`config.mk`:
```
export PLATFORM = sky130hd
export DESIGN_NAME = elevator_scheduler_flat
export DESIGN_NICKNAME = d
export VERILOG_FILES = /design/src/rtl/elevator_scheduler_if.sv /design/src/rtl/elevator_scheduler.sv /design/src/flat_wrapper.sv
export SDC_FILE = /design/constraint.sdc
export NUM_CORES = 1
export LEC_CHECK = 0
export CORE_MARGIN = 3
export CORE_UTILIZATION = 43
export CTS_CLUSTER_DIAMETER = 100
export DETAILED_ROUTE_END_ITERATION = 7
export PLACE_DENSITY = 0.65
export SLEW_MARGIN = 20
export SYNTH_ARGS = -nofsm -noshare
export SYNTH_HDL_FRONTEND = slang
export SYNTH_SLANG_ARGS = --single-unit
```
`constraint.sdc`:
```
create_clock -name clk -period 2.8 [get_ports clk]
set_clock_uncertainty 0.1 [all_clocks]
set_input_delay 0.42 -clock clk [delete_from_list [all_inputs] [get_ports clk]]
set_output_delay 0.42 -clock clk [all_outputs]
set_load 0.02 [all_outputs]
```
`src/rtl/elevator_scheduler_if.sv`:
```
// Call/status bundle for the four-floor elevator scheduler.
// The requester drives the call strobe; the scheduler drives the car status.
interface elevator_scheduler_if;
  logic       req_valid;
  logic [1:0] req_floor;
  logic [1:0] req_dir;
  logic [1:0] floor;
  logic [1:0] motion;
  logic       door_open;
  logic [3:0] pending_up;
  logic [3:0] pending_dn;
  logic       busy;

  modport master (
    output req_valid, req_floor, req_dir,
    input  floor, motion, door_open, pending_up, pending_dn, busy
  );

  modport slave (
    input  req_valid, req_floor, req_dir,
    output floor, motion, door_open, pending_up, pending_dn, busy
  );
endinterface

```
`src/rtl/elevator_scheduler.sv`:
```
// Four-floor single-car scheduler: latches hall calls, sweeps in the last
// direction of travel, and holds the door for a programmable time at each stop.
module elevator_scheduler #(
  parameter int unsigned TRAVEL_CYCLES = 8,
  parameter int unsigned DOOR_CYCLES   = 4
) (
  input  logic               clk,
  input  logic               rst,
  elevator_scheduler_if.slave bus
);

  typedef enum logic [1:0] {IDLE, UP, DOWN, DOOR} state_t;

  localparam logic [7:0] TRAVEL_LAST = 8'(TRAVEL_CYCLES - 1);
  localparam logic [7:0] DOOR_LOAD   = 8'(DOOR_CYCLES);

  state_t     state_q, state_d;
  logic [1:0] floor_q, floor_d;
  logic       last_dir_q, last_dir_d;
  logic [3:0] pend_up_q, pend_up_d;
  logic [3:0] pend_dn_q, pend_dn_d;
  logic [7:0] travel_q, travel_d;
  logic [7:0] door_q, door_d;

  logic       call_ok, call_up, call_dn, call_here;
  logic [3:0] pend_all, calls_above, calls_below;
  logic [1:0] nxt_up, nxt_dn;
  logic       above_nxt_up, below_nxt_dn;
  logic [3:0] set_up, set_dn, clr;

  always_comb begin
    call_up   = bus.req_valid && (bus.req_dir == 2'b11) && (bus.req_floor != 2'd3);
    call_dn   = bus.req_valid && (bus.req_dir == 2'b10) && (bus.req_floor != 2'd0);
    call_ok   = call_up || call_dn;
    call_here = call_ok && (bus.req_floor == floor_q);

    pend_all    = pend_up_q | pend_dn_q;
    calls_above = pend_all & (4'b1110 << floor_q);
    calls_below = pend_all & ~(4'b1111 << floor_q);

    // Direction decisions on arrival look at the floor being reached, not the one left.
    nxt_up       = floor_q + 2'd1;
    nxt_dn       = floor_q - 2'd1;
    above_nxt_up = |(pend_all & (4'b1110 << nxt_up));
    below_nxt_dn = |(pend_all & ~(4'b1111 << nxt_dn));
  end

  always_comb begin
    state_d    = state_q;
    floor_d    = floor_q;
    last_dir_d = last_dir_q;
    travel_d   = travel_q;
    door_d     = door_q;

    unique case (state_q)
      IDLE: begin
        if (pend_all[floor_q] || call_here)
          state_d = DOOR;
        else if ((|calls_above) && (|calls_below))
          state_d = last_dir_q ? UP : DOWN;
        else if (|calls_above)
          state_d = UP;
        else if (|calls_below)
          state_d = DOWN;
      end

      UP: begin
        if (floor_q == 2'd3) begin
          state_d  = pend_all[3] ? DOOR : IDLE;
          travel_d = '0;
        end else if (travel_q == TRAVEL_LAST) begin
          floor_d  = nxt_up;
          travel_d = '0;
          if (pend_up_q[nxt_up] || (!above_nxt_up && pend_all[nxt_up]))
            state_d = DOOR;
          else if (!above_nxt_up)
            state_d = IDLE;
        end else begin
          travel_d = travel_q + 8'd1;
        end
      end

      DOWN: begin
        if (floor_q == 2'd0) begin
          state_d  = pend_all[0] ? DOOR : IDLE;
          travel_d = '0;
        end else if (travel_q == TRAVEL_LAST) begin
          floor_d  = nxt_dn;
          travel_d = '0;
          if (pend_dn_q[nxt_dn] || (!below_nxt_dn && pend_all[nxt_dn]))
            state_d = DOOR;
          else if (!below_nxt_dn)
            state_d = IDLE;
        end else begin
          travel_d = travel_q + 8'd1;
        end
      end

      DOOR: begin
        if (call_here) begin
          door_d = DOOR_LOAD;
        end else if (door_q <= 8'd1) begin
          state_d = IDLE;
          door_d  = '0;
        end else begin
          door_d = door_q - 8'd1;
        end
      end

      default: state_d = IDLE;
    endcase

    if (state_d == DOOR && state_q != DOOR)
      door_d = DOOR_LOAD;
    if (state_d == UP && state_q != UP) begin
      last_dir_d = 1'b1;
      travel_d   = '0;
    end
    if (state_d == DOWN && state_q != DOWN) begin
      last_dir_d = 1'b0;
      travel_d   = '0;
    end
  end

  // A call for the floor the door is open at is absorbed by the door hold.
  always_comb begin
    set_up = '0;
    set_dn = '0;
    clr    = '0;
    if (!(state_q == DOOR && bus.req_floor == floor_q)) begin
      if (call_up) set_up = 4'b0001 << bus.req_floor;
      if (call_dn) set_dn = 4'b0001 << bus.req_floor;
    end
    if (state_d == DOOR && state_q != DOOR)
      clr = 4'b0001 << floor_d;
    pend_up_d = (pend_up_q | set_up) & ~clr;
    pend_dn_d = (pend_dn_q | set_dn) & ~clr;
  end

  always_ff @(posedge clk) begin
    if (rst) begin
      state_q    <= IDLE;
      floor_q    <= '0;
      last_dir_q <= 1'b1;
      pend_up_q  <= '0;
      pend_dn_q  <= '0;
      travel_q   <= '0;
      door_q     <= '0;
    end else begin
      state_q    <= state_d;
      floor_q    <= floor_d;
      last_dir_q <= last_dir_d;
      pend_up_q  <= pend_up_d;
      pend_dn_q  <= pend_dn_d;
      travel_q   <= travel_d;
      door_q     <= door_d;
    end
  end

  assign bus.floor      = floor_q;
  assign bus.motion     = (state_q == UP) ? 2'b11 : (state_q == DOWN) ? 2'b10 : 2'b00;
  assign bus.door_open  = (state_q == DOOR);
  assign bus.pending_up = pend_up_q;
  assign bus.pending_dn = pend_dn_q;
  assign bus.busy       = (state_q != IDLE) || (|pend_up_q) || (|pend_dn_q);

endmodule

```
`src/flat_wrapper.sv`:
```
// flat-port wrapper written by rule: the top's interface ports become plain ports
module elevator_scheduler_flat 
#(
  parameter int unsigned TRAVEL_CYCLES = 8,
  parameter int unsigned DOOR_CYCLES   = 4
)
  (clk, rst, bus_req_valid, bus_req_floor, bus_req_dir, bus_floor, bus_motion, bus_door_open, bus_pending_up, bus_pending_dn, bus_busy);
  elevator_scheduler_if bus_i ();
  input  logic clk;
  input  logic rst;
  input wire logic [$bits(bus_i.req_valid)-1:0] bus_req_valid;
  input wire logic [$bits(bus_i.req_floor)-1:0] bus_req_floor;
  input wire logic [$bits(bus_i.req_dir)-1:0] bus_req_dir;
  output wire logic [$bits(bus_i.floor)-1:0] bus_floor;
  output wire logic [$bits(bus_i.motion)-1:0] bus_motion;
  output wire logic [$bits(bus_i.door_open)-1:0] bus_door_open;
  output wire logic [$bits(bus_i.pending_up)-1:0] bus_pending_up;
  output wire logic [$bits(bus_i.pending_dn)-1:0] bus_pending_dn;
  output wire logic [$bits(bus_i.busy)-1:0] bus_busy;
  assign bus_i.req_valid = bus_req_valid;
  assign bus_i.req_floor = bus_req_floor;
  assign bus_i.req_dir = bus_req_dir;
  assign bus_floor = bus_i.floor;
  assign bus_motion = bus_i.motion;
  assign bus_door_open = bus_i.door_open;
  assign bus_pending_up = bus_i.pending_up;
  assign bus_pending_dn = bus_i.pending_dn;
  assign bus_busy = bus_i.busy;
  elevator_scheduler #(.TRAVEL_CYCLES(TRAVEL_CYCLES), .DOOR_CYCLES(DOOR_CYCLES)) u_core (.clk(clk), .rst(rst), .bus(bus_i));
endmodule
```
# Word-level counts from Yosys, hierarchy flattened
# Index checks and enable logic that the tools add are counted.
# word_totals
word_cells	134
ff_bits	29
output_inout_bits	14
mem_bits_rw	0
romBits	0
latchBits	0
input_bits	7
n_memories	0
# classes
n_addsub	4
n_shift	6
n_reduce_logical	35
bitwise_logic	12
n_mux	50
magnitude_cmp	4
n_eq_ne	15
div	0
multipliers	0
# ops
op	n
2-bit two-way mux	23
8-bit two-way mux	5
4-bit AND	6
4-bit OR reduction	6
4-bit two-way mux	5
8-bit case mux with 2 select lines	1
4-bit by 2-bit << shifter with 4-bit output (first input constant)	4
2-bit equality test (second input constant)	7
1-bit logical AND	12
4-bit NOT	3
4-bit OR	3
1-bit binary-select mux with 2-bit select	5
2-bit nonzero test	5
2-bit by 3-bit < comparator with 1-bit output (second input constant)	3
8-bit by 1-bit adder with 8-bit output (second input constant)	1
8-bit by 3-bit equality test with 1-bit output (second input constant)	1
8-bit by 1-bit <= comparator with 1-bit output (second input constant)	1
2-bit case mux with 4 select lines	1
1-bit by 2-bit << shifter with 4-bit output (first input constant)	2
8-bit by 1-bit subtractor with 8-bit output (second input constant)	1
1-bit two-way mux	7
1-bit logical OR	6
3-bit two-way mux	2
2-bit inequality test (second input constant)	3
other kinds (10)	13

# Depth between registers and ports, before layout
# depth
word_depth	17
depth_mapped	11
depth_no_buf	9

# Least setup slack after synthesis
# Ideal clock, no wire load.
# synth_path
path_kind	register to register
start	register u_core.floor_q[1] (netlist: u_core.bus.floor[1])
end	register u_core.door_q[2]
arrival_ps	2944
setup_ps	120
path_stages_with_launch	12
setup_slack_ps	-364
required_ps	2580
period_less_slack_ps	3164
path_buffers	2
cell_sequence	dfxtp_1 inv_1 ha_1 buf_6 mux4_2 a31oi_1 o31ai_1 a21o_1 a211oi_4 nor4_4 buf_6 o31a_1
# synth_via
elab_chain_cells	15
word_cells_on_any_way	58
cone_classes	add/sub (2); eq/ne (3); shift (4); mux (27); bitwise (6); reduce/logical (16)
# synth_lines
item	line	source
from (decl)	elevator_scheduler.sv:18	logic [1:0] floor_q, floor_d;
from (signal assigned)	elevator_scheduler.sv:151	floor_q <= floor_d;
2-bit by 1-bit subtractor with 2-bit output	elevator_scheduler.sv:43	nxt_dn = floor_q - 2'd1;
4-bit by 2-bit << shifter with 4-bit output	elevator_scheduler.sv:45	below_nxt_dn = |(pend_all & ~(4'b1111 << nxt_dn));
4-bit NOT	elevator_scheduler.sv:45	
4-bit AND	elevator_scheduler.sv:45	
4-bit OR reduction	elevator_scheduler.sv:45	
1-bit logical NOT	elevator_scheduler.sv:90	if (pend_dn_q[nxt_dn] || (!below_nxt_dn && pend_all[nxt_dn]))
1-bit logical AND	elevator_scheduler.sv:90	
1-bit logical OR	elevator_scheduler.sv:90	
2-bit two-way mux	elevator_scheduler.sv:90	
2-bit two-way mux	elevator_scheduler.sv:87	end else if (travel_q == TRAVEL_LAST) begin
2-bit two-way mux	elevator_scheduler.sv:84	if (floor_q == 2'd0) begin
2-bit case mux with 4 select lines	elevator_scheduler.sv:55	unique case (state_q)
2-bit equality test	elevator_scheduler.sv:113	if (state_d == DOOR && state_q != DOOR)
1-bit logical AND	elevator_scheduler.sv:113	
3-bit two-way mux / 2-bit nonzero test (equally long branches)	-	
to (signal assigned)	elevator_scheduler.sv:156	door_q <= door_d;
to (decl)	elevator_scheduler.sv:23	logic [7:0] door_q, door_d;
# Parallel ways exist; a longest one is shown, timed or not. The select of a mux whose other input is x is not followed.
# A chain may end at the register's enable or synchronous reset.

# Worst setup path after layout
# Ends and elaborated chain as after synthesis.

==> metrics.csv <==
stage;metric;value;unit
power;Tot Pwr;2.36;mW
clocking;CTS tree;done;
die;Initial Util;45.1;%
critical_path;critical path data arrival time;2910;ps
synth;Mapped Nets;263;
clocking;CTS root buffer;clkbuf_8;
outcome;failing checks;negative setup slack;
detailed_routing;routed length per placed instance;16.5;um
timing;final hold viol count;0;
power;leakage;1.06;nW
run;max cap viols;0;
critical_path;reg2reg path depth;10;
outcome;status;finished, violations left;
timing;Rel. slew slack;60.1;%
timing;Period minus WS final;2840;ps
die;die footprint;5940;um2
timing;Slew Viols, Final;0;
worst_hold_path;worst min path class;flip-flop to flip-flop;
global_routing;initial antenna violation count;0;
synth;asr flop ratio synth;0;%
global_routing;vias in the first global route;2029;
critical_path;critical-path maximum fanout;8;
timing;Final setup violation count;7;
timing;Slew @ Worst Pin;593;ps
synth;flops & latches, synth;29;
critical_path;R2R setup slack;-40;ps
global_routing;largest net degree at the start of global routing;16;
place;IO buf count;20;
synth;largest family of logic cells by synthesized area;compound AO/OA/AOI/OAI gates;
clocking;Reg clk slew, reported paths;70;ps
place;RePlAce Congestion;0.863;
place;dpl ws;-188;ps
synth;Synth Instances;242;
synth;XOR/XNOR Fraction of Synth Area;5.65;%
clocking;clk_lat worst skew;290;ps
global_routing;global-route wire length before repair;9940;um
layout;layout cell share with drive strength beyond 1;31.5;%
global_routing;Total GRT Usage;20.5;%
global_routing;gr ovfl total;0;
critical_path;WP data required;2870;ps
synth;Post-Synthesis Cell Area;2170;um2
layout;Area Growth Syn to Fin;41.6;%
timing;fin crit share;101;%
clocking;Max clock buf depth;2;
detailed_routing;DRT Wirelength;6140;um
synth;Synth Area in Adders;8.06;%
synth;Yosys cell types;68;
synth;Synth Flop Type;dfxtp_1;
critical_path;Critical Path End Type;flip-flop;
detailed_routing;Vias/cell;5.75;
layout;Nets;325;
die;I/O pin total;21;
detailed_routing;vias;2138;
synth;Synth Warn #;0;
timing;setup TNS;-120;ps
die;Die Ht;77.1;um
clocking;CTS H-tree lvls;2;
detailed_routing;# DRC;0;
synth;mux cell area share after synthesis;4.26;%
timing;RSZ-0062 raised after global routing;true;
critical_path;CP Class;flip-flop to flip-flop;
critical_path;worst r2r dst;u_core.door_q[2];
timing;minimum hold slack;469;ps
layout;fillers;409;
power;Power Density;768;nW/um2
critical_path;startpoint class of the critical path;flip-flop;
layout;# diodes;0;
detailed_routing;1st-iter DRT viols;200;
critical_path;CP startpoint;u_core.bus.floor[1];
detailed_routing;number of routed nets with antenna violations;0;
place;hpwl dp;4480;um
synth;EDFF count, synth;0;
die;Row Count;25;
die;Die X;77.1;um
clocking;Clock Sinks;29;
synth;post-synthesis compound-gate area fraction;27.2;%
synth;simple-gate share of the synthesized area;22.9;%
timing;Max Clk Rate;352;MHz
die;CORE AREA;4820;um2
power;worst vdd ir;0.000691;V
critical_path;CP endpoint;u_core.door_q[2];
clocking;Num CTS Buffers;5;
synth;register area share after synthesis;26.7;%
timing;final worst-path setup slack;-37.5;ps
synth;Post-Syn Area per Cell;8.98;um2
critical_path;FF-to-FF Start;u_core.bus.floor[1];
detailed_routing;Detailed Routing Iterations Pass 1;4;
worst max-delay path, cell delays in order, from the launching register on:
cell and delay, ps:
dfxtp_4 370, inv_6 30, ha_4 270, mux4_2 500
a31oi_1 200, o31ai_1 100, a21o_2 280, a211oi_4 340
nor4_4 70, buf_6 170, o31a_1 290
power by group:
| group | total (mW) | leakage [nW] | switching [mW] | internal, mW |
|---|---|---|---|---|
| sequential | 0.500 | 0.236 | 0.0474 | 0.453 |
| clock | 0.423 | 0.0566 | 0.169 | 0.254 |
| combinational | 1.44 | 0.768 | 0.814 | 0.626 |
| total | 2.36 | 1.06 | 1.03 | 1.33 |
layer usage:
metal,GRT usage (%),part of all wire [%],vias to the layer above
li1,-,-,1051
met1,29.6,49,1012
met2,31.4,45,61
met3,3.64,4.1,14
met4,5.52,1.7,0
met5,0,0,-
timing repair:
item | 4_1_cts | 5_1_grt
hold buffers | 0 | 0
pin swaps | 0 | 18
endpoints found under the setup margin | 9 | 25
setup buffers | 2 | 8
gates resized for setup | 8 | 28
stage by stage:
stage	area, um2	utilization (%)	instances
floorplan	2200	-	242
global placement	2700	56.1	357
detailed placement	2700	56.1	357
CTS	2850	59.2	366
global route	3080	63.8	372
finish	3080	63.8	372
synth_stat cells, types with 7 or more instances:
library cell,number,share of area (%)
dfxtp_1,29,27
nand2_1,18,3.1
nor2_1,18,3.1
a21oi_1,15,3.5
ha_1,14,8.1
inv_1,12,2.1
nor3_1,10,2.3
o21ai_0,9,2.1
a211oi_1,8,2.8
nor4_1,8,2.3
xnor2_1,7,2.8
xor2_1,7,2.8
how the worst min path moves through the flow:
stage          slack (ps)                to  cells past startpoint        startpoint
2_1_floorplan         420  u_core.door_q[2]                      1  u_core.door_q[2]
3_5_place_dp          460  u_core.door_q[2]                      1  u_core.door_q[2]
5_1_grt               490  u_core.door_q[1]                      2  u_core.door_q[1]
3_3_place_gp          460  u_core.door_q[2]                      1  u_core.door_q[2]
4_1_cts               480  u_core.door_q[2]                      1  u_core.door_q[2]
6_report              470  u_core.door_q[1]                      2  u_core.door_q[1]
state kept, by name, summed over array words and instances (netlist names):
name and cells:
u_core.bus.floor 2, u_core.bus.pending_dn 4, u_core.bus.pending_up 4, u_core.door_q 8, u_core.last_dir_q 1, u_core.state_q 2, u_core.travel_q 8
kinds of logic after synthesis:
family | count (synthesis)
AO/OA/AOI/OAI | 73
XOR/XNOR | 14
flip-flops | 29
buffers and inverters | 21
multiplexers | 5
AND/OR/NAND/NOR | 86
adder cells (fa/ha/maj) | 14
layout by cell type, fill, tap and decap left out, types with 3 or more instances in the layout:
cell             Yosys  layout
nor2b_1              5       5
nor4_4               1       3
inv_1               12      10
buf_6                4       3
dfxtp_1             29      27
buf_4                1      40
or3_1                5       5
nand4_1              3       3
nor3_1              10       8
xnor2_1              7       7
nor2_1              18      18
clkbuf_8             0       6
nand2_1             18      18
nor4_1               8       5
clkdlybuf4s50_1      0      20
a2111oi_4            1       7
xor2_1               7       7
a211oi_1             8       3
a21oi_1             15      15
ha_1                14      13
nor4_2               2       3
a211oi_2             0       5
o21ai_0              9       8
area by class of cell:
class                           count  area (um2)  share of cell area, %
Clock buffer                        8         111                   3.62
Inverter                           12        55.1                   1.79
Multi-Input combinational cell    192        1680                   54.7
Sequential cell                    29         588                   19.1
Tap cell                           67        83.8                   2.73
Timing Repair Buffer               64         554                   18.0
No activity file was read; power rests on OpenSTA's default activity.
